File: config.mk
export PLATFORM = sky130hd
export DESIGN_NAME = pwm_fault_guard
export DESIGN_NICKNAME = d
export VERILOG_FILES = /design/src/rtl/pwm_fault_guard.sv
export SDC_FILE = /design/constraint.sdc
export NUM_CORES = 1
export LEC_CHECK = 0
export CAP_MARGIN = 20
export CORE_MARGIN = 5
export CORE_UTILIZATION = 51
export DETAILED_ROUTE_END_ITERATION = 6
export HOLD_SLACK_MARGIN = 0.03
export PLACE_DENSITY_LB_ADDON = 0.15
export RECOVER_POWER = 100
export REMOVE_ABC_BUFFERS = 1
export SLEW_MARGIN = 10
export SYNTH_ARGS = -nofsm -noshare
export SYNTH_HDL_FRONTEND = slang
export SYNTH_SLANG_ARGS = --single-unit
File: constraint.sdc
create_clock -name clk -period 7.6 [get_ports clk]
set_clock_uncertainty 0.15 [all_clocks]
set_input_delay 1.14 -clock clk [delete_from_list [all_inputs] [get_ports clk]]
set_output_delay 1.14 -clock clk [all_outputs]
set_load 0.03 [all_outputs]
File: src/rtl/pwm_fault_guard.sv
// pwm_fault_guard: fault qualification and trip control for the PWM bridge.
// Over-current and over-voltage comparators are synchronised and
// glitch-filtered. The external trip acts directly. A qualified fault forces
// `protection` high and records its cause in a sticky code.
//
// Optional feature macro: PWM_FAULT_GUARD_RETRY_EN
//   defined     - a trip in RUN enters WAIT. The hold-off timer then restarts
//                 the bridge up to RETRY_MAX times before LOCK.
//   not defined - a trip in RUN goes straight to LOCK. No WAIT state and no
//                 timer are built, and retry_cnt is tied to zero.
module pwm_fault_guard #(
  parameter int FILT_W    = 8,
  parameter int RETRY_MAX = 3,
  parameter int RC_W      = 2
) (
  input  logic              clk,
  input  logic              rst,
  input  logic              enable,
  input  logic              oc_in,
  input  logic              ov_in,
  input  logic              ext_trip,
  input  logic              clear,
  input  logic [FILT_W-1:0] filt_len,
  input  logic [20:0]       retry_wait,
  output logic              protection,
  output logic [2:0]        fault_code,
  output logic [RC_W-1:0]   retry_cnt,
  output logic              locked,
  output logic [1:0]        state
);

  typedef enum logic [1:0] {
    ST_IDLE = 2'd0,
    ST_RUN  = 2'd1,
    ST_WAIT = 2'd2,
    ST_LOCK = 2'd3
  } state_t;

  // True on the edge where this cycle's count would reach the filter length.
  // A length of 0 behaves like 1 because count+1 is always >= 1.
  function automatic logic filt_hit(input logic sync_v,
                                    input logic [FILT_W-1:0] cnt_v,
                                    input logic [FILT_W-1:0] len_v);
    logic [FILT_W:0] inc_v;
    inc_v = {1'b0, cnt_v} + {{FILT_W{1'b0}}, 1'b1};
    return sync_v & (inc_v >= {1'b0, len_v});
  endfunction

  // Saturating consecutive-high counter that clears on any low sample.
  function automatic logic [FILT_W-1:0] filt_next(input logic sync_v,
                                                  input logic [FILT_W-1:0] cnt_v);
    logic [FILT_W-1:0] res_v;
    if (!sync_v) begin
      res_v = {FILT_W{1'b0}};
    end else if (&cnt_v) begin
      res_v = cnt_v;
    end else begin
      res_v = cnt_v + {{(FILT_W-1){1'b0}}, 1'b1};
    end
    return res_v;
  endfunction

  logic              oc_meta_r, oc_sync_r, ov_meta_r, ov_sync_r;
  logic [FILT_W-1:0] oc_cnt_r, ov_cnt_r;
  logic              oc_q_s, ov_q_s, ext_q_s, any_q_s;
  logic [2:0]        new_bits_s;

  state_t            state_r, state_n_s;
  logic [2:0]        fault_code_r, fault_code_n_s;
  logic              protection_r, locked_r;

  // Two-flop synchronisers for the asynchronous comparator inputs.
  always_ff @(posedge clk or posedge rst) begin
    if (rst) begin
      oc_meta_r <= 1'b0;
      oc_sync_r <= 1'b0;
      ov_meta_r <= 1'b0;
      ov_sync_r <= 1'b0;
    end else begin
      oc_meta_r <= oc_in;
      oc_sync_r <= oc_meta_r;
      ov_meta_r <= ov_in;
      ov_sync_r <= ov_meta_r;
    end
  end

  // Glitch-filter counters, one per synchronised comparator.
  always_ff @(posedge clk or posedge rst) begin
    if (rst) begin
      oc_cnt_r <= {FILT_W{1'b0}};
      ov_cnt_r <= {FILT_W{1'b0}};
    end else begin
      oc_cnt_r <= filt_next(oc_sync_r, oc_cnt_r);
      ov_cnt_r <= filt_next(ov_sync_r, ov_cnt_r);
    end
  end

  assign oc_q_s     = filt_hit(oc_sync_r, oc_cnt_r, filt_len);
  assign ov_q_s     = filt_hit(ov_sync_r, ov_cnt_r, filt_len);
  assign ext_q_s    = ext_trip;
  assign any_q_s    = oc_q_s | ov_q_s | ext_q_s;
  assign new_bits_s = {ext_q_s, ov_q_s, oc_q_s};

`ifdef PWM_FAULT_GUARD_RETRY_EN
  logic [RC_W-1:0] retry_cnt_r, retry_cnt_n_s;
  logic [20:0]     timer_r, timer_n_s, timer_load_s;

  // A programmed hold-off of 0 is treated as a single cycle.
  assign timer_load_s = (retry_wait == 21'd0) ? 21'd1 : retry_wait;
`else
  logic unused_retry_s;

  assign unused_retry_s = ^{retry_wait, RC_W'(RETRY_MAX)};
`endif

  // Next-state and sticky-status decisions: fault > clear > enable.
  always_comb begin
    state_n_s      = state_r;
    fault_code_n_s = fault_code_r;
`ifdef PWM_FAULT_GUARD_RETRY_EN
    retry_cnt_n_s  = retry_cnt_r;
    timer_n_s      = timer_r;
`endif
    case (state_r)
      ST_IDLE: begin
        if (clear) begin
          fault_code_n_s = 3'b000;
        end else begin
          fault_code_n_s = fault_code_r;
        end
        if (enable && !any_q_s) begin
          state_n_s = ST_RUN;
        end else begin
          state_n_s = ST_IDLE;
        end
      end
      ST_RUN: begin
        if (any_q_s) begin
          fault_code_n_s = fault_code_r | new_bits_s;
`ifdef PWM_FAULT_GUARD_RETRY_EN
          timer_n_s      = timer_load_s;
          state_n_s      = ST_WAIT;
`else
          state_n_s      = ST_LOCK;
`endif
        end else begin
          if (clear) begin
            fault_code_n_s = 3'b000;
          end else begin
            fault_code_n_s = fault_code_r;
          end
          if (!enable) begin
            state_n_s = ST_IDLE;
`ifdef PWM_FAULT_GUARD_RETRY_EN
            retry_cnt_n_s = {RC_W{1'b0}};
`endif
          end else begin
            state_n_s = ST_RUN;
          end
        end
      end
`ifdef PWM_FAULT_GUARD_RETRY_EN
      ST_WAIT: begin
        fault_code_n_s = fault_code_r | new_bits_s;
        if (any_q_s) begin
          timer_n_s = timer_load_s;
          state_n_s = ST_WAIT;
        end else if (clear) begin
          fault_code_n_s = 3'b000;
          retry_cnt_n_s  = {RC_W{1'b0}};
          state_n_s      = ST_IDLE;
        end else if (!enable) begin
          retry_cnt_n_s = {RC_W{1'b0}};
          state_n_s     = ST_IDLE;
        end else if (timer_r <= 21'd1) begin
          if (retry_cnt_r < RC_W'(RETRY_MAX)) begin
            retry_cnt_n_s = retry_cnt_r + {{(RC_W-1){1'b0}}, 1'b1};
            state_n_s     = ST_RUN;
          end else begin
            state_n_s = ST_LOCK;
          end
        end else begin
          timer_n_s = timer_r - 21'd1;
          state_n_s = ST_WAIT;
        end
      end
`endif
      ST_LOCK: begin
        if (clear && !any_q_s) begin
          fault_code_n_s = 3'b000;
`ifdef PWM_FAULT_GUARD_RETRY_EN
          retry_cnt_n_s  = {RC_W{1'b0}};
`endif
          state_n_s      = ST_IDLE;
        end else begin
          state_n_s = ST_LOCK;
        end
      end
      // Unbuilt or corrupted encodings fall to the safe, latched-off state.
      default: begin
        state_n_s = ST_LOCK;
      end
    endcase
  end

  // State, sticky cause and registered bridge-facing outputs.
  always_ff @(posedge clk or posedge rst) begin
    if (rst) begin
      state_r      <= ST_IDLE;
      fault_code_r <= 3'b000;
      protection_r <= 1'b1;
      locked_r     <= 1'b0;
    end else begin
      state_r      <= state_n_s;
      fault_code_r <= fault_code_n_s;
      protection_r <= (state_n_s != ST_RUN);
      locked_r     <= (state_n_s == ST_LOCK);
    end
  end

`ifdef PWM_FAULT_GUARD_RETRY_EN
  // Retry bookkeeping and hold-off timer.
  always_ff @(posedge clk or posedge rst) begin
    if (rst) begin
      retry_cnt_r <= {RC_W{1'b0}};
      timer_r     <= 21'd0;
    end else begin
      retry_cnt_r <= retry_cnt_n_s;
      timer_r     <= timer_n_s;
    end
  end

  assign retry_cnt = retry_cnt_r;
`else
  assign retry_cnt = {RC_W{1'b0}};
`endif

  assign protection = protection_r;
  assign fault_code = fault_code_r;
  assign locked     = locked_r;
  assign state      = state_r;

endmodule

Yosys cells after proc, flatten, opt, wreduce, memory -nomap -nowiden

Cells that the tools add are included.

Register bits after elaboration: 27
Bits in latches: 0
Memory bits (writable): 0
ROM bits: 0
Input port bits: 36
Output and inout bits: 9
Logic and storage cells: 49
Memories: 0

Add/sub/neg operators: 4
Multipliers: 0
Divide/modulo/power cells: 0
Order comparisons: 2
Eq/ne operators: 7
Shift-type cells: 0
Mux-type cells: 13
Bitwise gates (word level): 5
Reduce and logical (&&, ||, !) cells: 8

Operator list:

| operator              | number |
|---|---|
| $mux W8               | 4 |
| $add A8 B1 Y9 const B | 2 |
| $ge A9 B8 Y1          | 2 |
| $add A8 B1 Y8 const B | 2 |
| $reduce_and A8 Y1     | 2 |
| $mux W3               | 3 |
| $pmux W3 S3           | 1 |
| $ne A2 B2 Y1 const B  | 3 |
| $pmux W2 S3           | 1 |
| $eq A2 B2 Y1 const B  | 2 |
| $mux W2               | 2 |
| $or A3 B3 Y3          | 1 |
| $reduce_bool A3 Y1    | 1 |
| $and A1 B1 Y1         | 2 |
| $eq A2 B1 Y1 const B  | 1 |
| $logic_and A1 B1 Y1   | 2 |
| $logic_not A2 Y1      | 1 |
| $mux W1               | 2 |
| $ne A2 B1 Y1 const B  | 1 |
| $or A1 B1 Y1          | 2 |
| $reduce_and A2 Y1     | 1 |
| $logic_not A1 Y1      | 1 |

Longest topological paths before layout

Depth in word-level cells: 10
Gate-level depth with buffers: 9

Worst setup path before layout

Ideal clock, no wire load.

Kind: input to register
Start point: input filt_len[4]
End point: register fault_code_r[0] (netlist: fault_code[0])
Arrival: 2.674 ns
Required time: 7.310 ns
Slack: 4.635 ns
Stages: 7
Path buffers: 0
Path through: inv_1 ha_1 a2111o_1 a31oi_1 o311ai_0 o21ai_0 o21ai_0

Cells in the longest elaborated chain, start to end: 8
Elaborated cells on any way between the ends: 13
Those cells by class: order compare: 2; eq/ne: 1; mux: 2; bitwise: 5; reduce/logical: 3

RTL lines:

| element                            | RTL line | text |
|---|---|---|
| start, declared                    | 23       | `input logic [FILT_W-1:0] filt_len,` |
| $ge A9 B8 Y1                       | 46       | `return sync_v & (inc_v >= {1'b0, len_v});` |
| $and A1 B1 Y1                      | 46       |  |
| $or A1 B1 Y1 (2 in series)         | 101      | `assign any_q_s = oc_q_s \| ov_q_s \| ext_q_s;` |
| $logic_not A1 Y1                   | 189      | `if (clear && !any_q_s) begin` |
| $logic_and A1 B1 Y1                | 189      |  |
| $ne A2 B2 Y1 (no source line)      | -        |  |
| $reduce_and A2 Y1 (no source line) | -        |  |
| end signal, assigned               | 215      | `fault_code_r <= fault_code_n_s;` |
| end, declared                      | 69       | `logic [2:0] fault_code_r, fault_code_n_s;` |

Parallel ways exist; a longest one is shown, timed or not.
A chain may end at the register's enable or synchronous reset.

Worst setup path in the final report

Start point: input filt_len[2]
End point: register state_r[0] (netlist: state[0])

Cells in the longest elaborated chain, start to end: 8
Elaborated cells on any way between the ends: 13
Those cells by class: order compare: 2; mux: 4; bitwise: 4; reduce/logical: 3

RTL lines:

| element                                       | RTL line | text |
|---|---|---|
| $ge A9 B8 Y1                                  | 46       |  |
| $and A1 B1 Y1                                 | 46       |  |
| $or A1 B1 Y1 (*) (2 in series)                | 101      |  |
| $logic_not A1 Y1                              | 131, 189 |  |
| $logic_and A1 B1 Y1, on equally long branches | 189, 131 |  |
| $mux W2 or $mux W1 (tied branches)            | 189, 131 |  |
| $pmux W2 S3 (*)                               | 124      | `case (state_r)` |
| net state_n_s[0]                              | 68       | `state_t state_r, state_n_s;` |
| end signal, assigned                          | 214      | `state_r <= state_n_s;` |
| end, declared                                 | 68       |  |

The timed path passes the listed nets; every way through them passes the cells marked *.

==> results.txt <==
The buffers inserted during post-CTS setup optimization is 0. The worst stage delay on the critical path came out at about 670 ps. The count of final hold-check violations is 0. Entering global routing, the biggest net connects 28 pins. The die extent in x is 66.13 um.

For this run, design rule violations remaining after detail routing come to 0. Ranked by total cell area, the synthesized netlist is headed by dfrtp_1 (40%), ha_1 (14%), xnor2_1 (4.9%). The maximum clock insertion buffer count came out at 2. The count of cell instances traversed by the critical path came out at 9. The clock-pin slew reported for the worst setup and hold paths after clock tree synthesis is 140 ps. The boundary pin count came out at 45. Clock tree synthesis found a total of 27 sinks.

Adding up every negative setup slack in the final design gives 0 ps. Data on the critical path arrives at its endpoint at 3660 ps. The worst setup path is of the in -> reg kind. The detail route stage leaves a number of antenna-violating nets equal to 0.

The antenna diode count is 0. TritonCTS built the clock tree. The worst slew slack as a fraction of its limit is 21.92%. The number of antenna violations at the first check in global routing came out at 0. Global routing used 2.891% of the available met3 tracks. The sort of element at the start of the critical path is an input port.

In this run the tool buffered the top-level ports with 21 buffer cells. The netlist uses 35 different library cells. The core region is 3028 um^2. The proportion of layout cells with a drive suffix above 1 is between 5 and 6%. Detailed routing inserted a total of ~1200 vias. The number of standard-cell rows in the floorplan is 20. The period utilization came out at 46.80%. In this run the worst path has a maximum fanout of 5.

The layer flagged by global routing as most heavily used is met2. The global-route wire length before repair came out at 5.595 mm. The flow ran to the end, and the final reports show no timing, DRC or antenna violations. For this configuration, the core starts out at a cell density of between 50% and 60%. CTS built an H-tree with a depth of 1. The leakage power figure came out at 0.9003 nW. Summing the sequential cell areas from Yosys gives 42.13% of the chip area. The mean number of vias per cell came out at ~5.3. Setup repair after global routing left no endpoint under its margin.

The synthesized area divided by synthesized cell count came out at 10.10 um^2. The post-detailed-placement cell area came out at 1846 um^2. The clock insertion delay at the later pin of the skew report came out at ~330 ps.

The peak ir drop on the vdd network came out at 0.1279 mV. The area share of the leading cell type in the synthesized netlist came out at 40.50%. The sum of overflow across all layers after global routing is 0. The final count of pins violating max slew is 0. The most area-hungry cell type in the Yosys netlist is dfrtp_1.

The worst setup path is captured at a flip-flop. The kind of cell with the highest combined delay along the critical path is compound AO/OA/AOI/OAI gates. From bottom edge to top edge, the die measures 66.13 um. For this run, the detailed router's first-pass iteration total came to 4.

The number of warnings reported in the yosys synthesis log is 0. The number of global-route vias before repair is 1291. Post-CTS repair changed the size of 0 cells.

Global routing consumed, on the met1 layer, 20.82% of the routing resources. The number of instances in the synthesized netlist is roughly 160. With fillers left out, the area of the finished cells amounts to 1866 um^2. The total buffers and inverters traversed by the critical path is 2. The die area is 4373 um^2. On the critical path, the stage with the largest delay is an instance of o311ai_0. Synthesis inferred 27 register bits. The number of endpoints failing setup at the final stage came out at 0.

For this design the ratio of total power to cell area is 165.4 nW/um^2. Counting cells, the worst reg-to-reg path comes to 9. The class of the most critical hold timing path is reg -> reg. Traced cell by cell, the critical path runs through dlygate4sd3_1 -> inv_1 -> ha_1 -> nand2_1 -> o21ai_0 -> a31oi_1 -> o311ai_0 -> o21ai_0 -> a31oi_1. The net count reported at finish is 237.

Global routing used 16.61% of the available tracks. The placement-stage worst setup slack came out at 3830 ps. The area added between synthesis and finish came out at 16.12%. The half-perimeter wire length after placement came out at 2.286 mm. The final RePlAce weighted congestion is 0.8383. The tool flagged a number of max-cap violations equal to 0. The reg-to-reg setup timing slack is 4470 ps. The met2 routing resource usage after global routing is 27.63%. The worst hold path passes through 0 cells. The cell area that synthesis handed to floorplanning was 1607 um^2. The worst path setup slack after routing came out at 4043 ps. The achievable clock frequency came out at 281.2 MHz. The worst endpoint required time came out at 7710 ps.

After the first detailed-routing iteration, the DRC count stood at 84. The routed wire length per instance is 13.34 um. The final critical-path required period came out at ~3600 ps. The overall routed net length came out at around 3.0 mm. The number of buffers added to fix hold violations after cts is 0. The clock buffer count from CTS came out at 3.

The transition time at the pin with the least slew margin came out at 1162 ps. The tree is rooted in a clkbuf_4.
synth_stat cells:
| cell | n |
|---|---|
| buf_6 | 1 |
| a21o_2 | 1 |
| clkbuf_1 | 1 |
| a311oi_1 | 1 |
| and3_4 | 2 |
| dfstp_2 | 1 |
| o21ai_0 | 9 |
| or3b_1 | 1 |
| xnor2_1 | 9 |
| buf_4 | 2 |
| nor2b_1 | 2 |
| o31ai_1 | 2 |
| conb_1 | 1 |
| and3_2 | 2 |
| nand4_1 | 2 |
| o311ai_0 | 1 |
| mux2i_1 | 2 |
| o2111a_1 | 1 |
| a21oi_1 | 5 |
| a21oi_2 | 1 |
| a31oi_1 | 3 |
| ha_1 | 18 |
| o21a_1 | 7 |
| dfrtp_1 | 26 |
| nor2_1 | 18 |
| inv_1 | 11 |
| nand3_1 | 8 |
| and2_1 | 2 |
| nand2_1 | 9 |
| xor2_1 | 5 |
| nor4_1 | 1 |
| clkinv_1 | 1 |
| a2111oi_4 | 1 |
| nor3_2 | 1 |
| a2111o_1 | 1 |
power by group:
part | internal, mW | switching, mW
Sequential | 0.156 | 0.0108
Combinational | 0.0314 | 0.0482
Clock | 0.0206 | 0.0417
Total | 0.208 | 0.101
through the flow:
| step | std cells | hold WS (ps) | power (mW) | utilization, % |
|---|---|---|---|---|
| floorplan | 156 | 181.2 | 0.2175 | - |
| global placement | 221 | 183.8 | 0.2506 | 60.95 |
| detailed placement | 221 | 194.9 | 0.2527 | 60.95 |
| CTS | 225 | 226.2 | 0.3178 | 61.82 |
| global route | 226 | 230.3 | 0.3319 | 61.61 |
| finish | 226 | 222.2 | 0.3085 | 61.61 |
cells in the final DEF, fill, tap and decap left out, drive strengths merged, types with 2 or more instances in the layout:
master          n
o31ai           2
o21ai           9
xnor2           9
conb            2
mux2i           2
nor2b           2
o21a            7
ha             18
and3            4
clkbuf          5
nand3           8
and2            2
xor2            5
a21oi           6
inv            11
nand4           2
dfrtp          26
nand2           9
dlygate4sd3    11
clkdlybuf4s50  10
nor2           18
a31oi           3
kinds of logic after synthesis:
group,synth area share [%]
DFF,42.13
muxes,1.246
and+or+nand+nor,15.03
AOI/OAI and AO/OA,15.03
adders and majority gates,14.02
buffers and inverters,4.672
xor gates and xnor gates,7.633
other,0.2334
path summary, 6_finish.rpt:
path | start | end
max in group asynchronous | rst | ov_cnt_r[5]
min in group asynchronous | rst | fault_code[2]
setup / recovery | filt_len[2] | state[0]
hold reg to reg | ov_meta_r | ov_sync_r
setup reg to reg | oc_cnt_r[0] | state[0]
hold / removal | ov_meta_r | ov_sync_r
flip-flops by register name (all words and copies together) (netlist names):
register	count
fault_code	3
locked	1
oc_cnt_r	8
oc_meta_r	1
oc_sync_r	1
ov_cnt_r	8
ov_meta_r	1
ov_sync_r	1
protection	1
state	2
cell type report:
cell class	instances	area, um^2
Fill cell	272	1162
Multi-Input combinational cell	117	848.3
Sequential cell	27	676.9
Timing Repair Buffer	22	214.0
Tap cell	44	55.05
Inverter	12	45.04
Clock buffer	4	26.28
layer usage:
metal  part of all wire, %  vias up  wire length, um
li1                      -      599                -
met1                    46      559             1382
met2                    47       34             1408
met3                   5.2        5              158
met4                   2.2        0               65
met5                     0        -                0
Power figures use the tool's default switching activity.
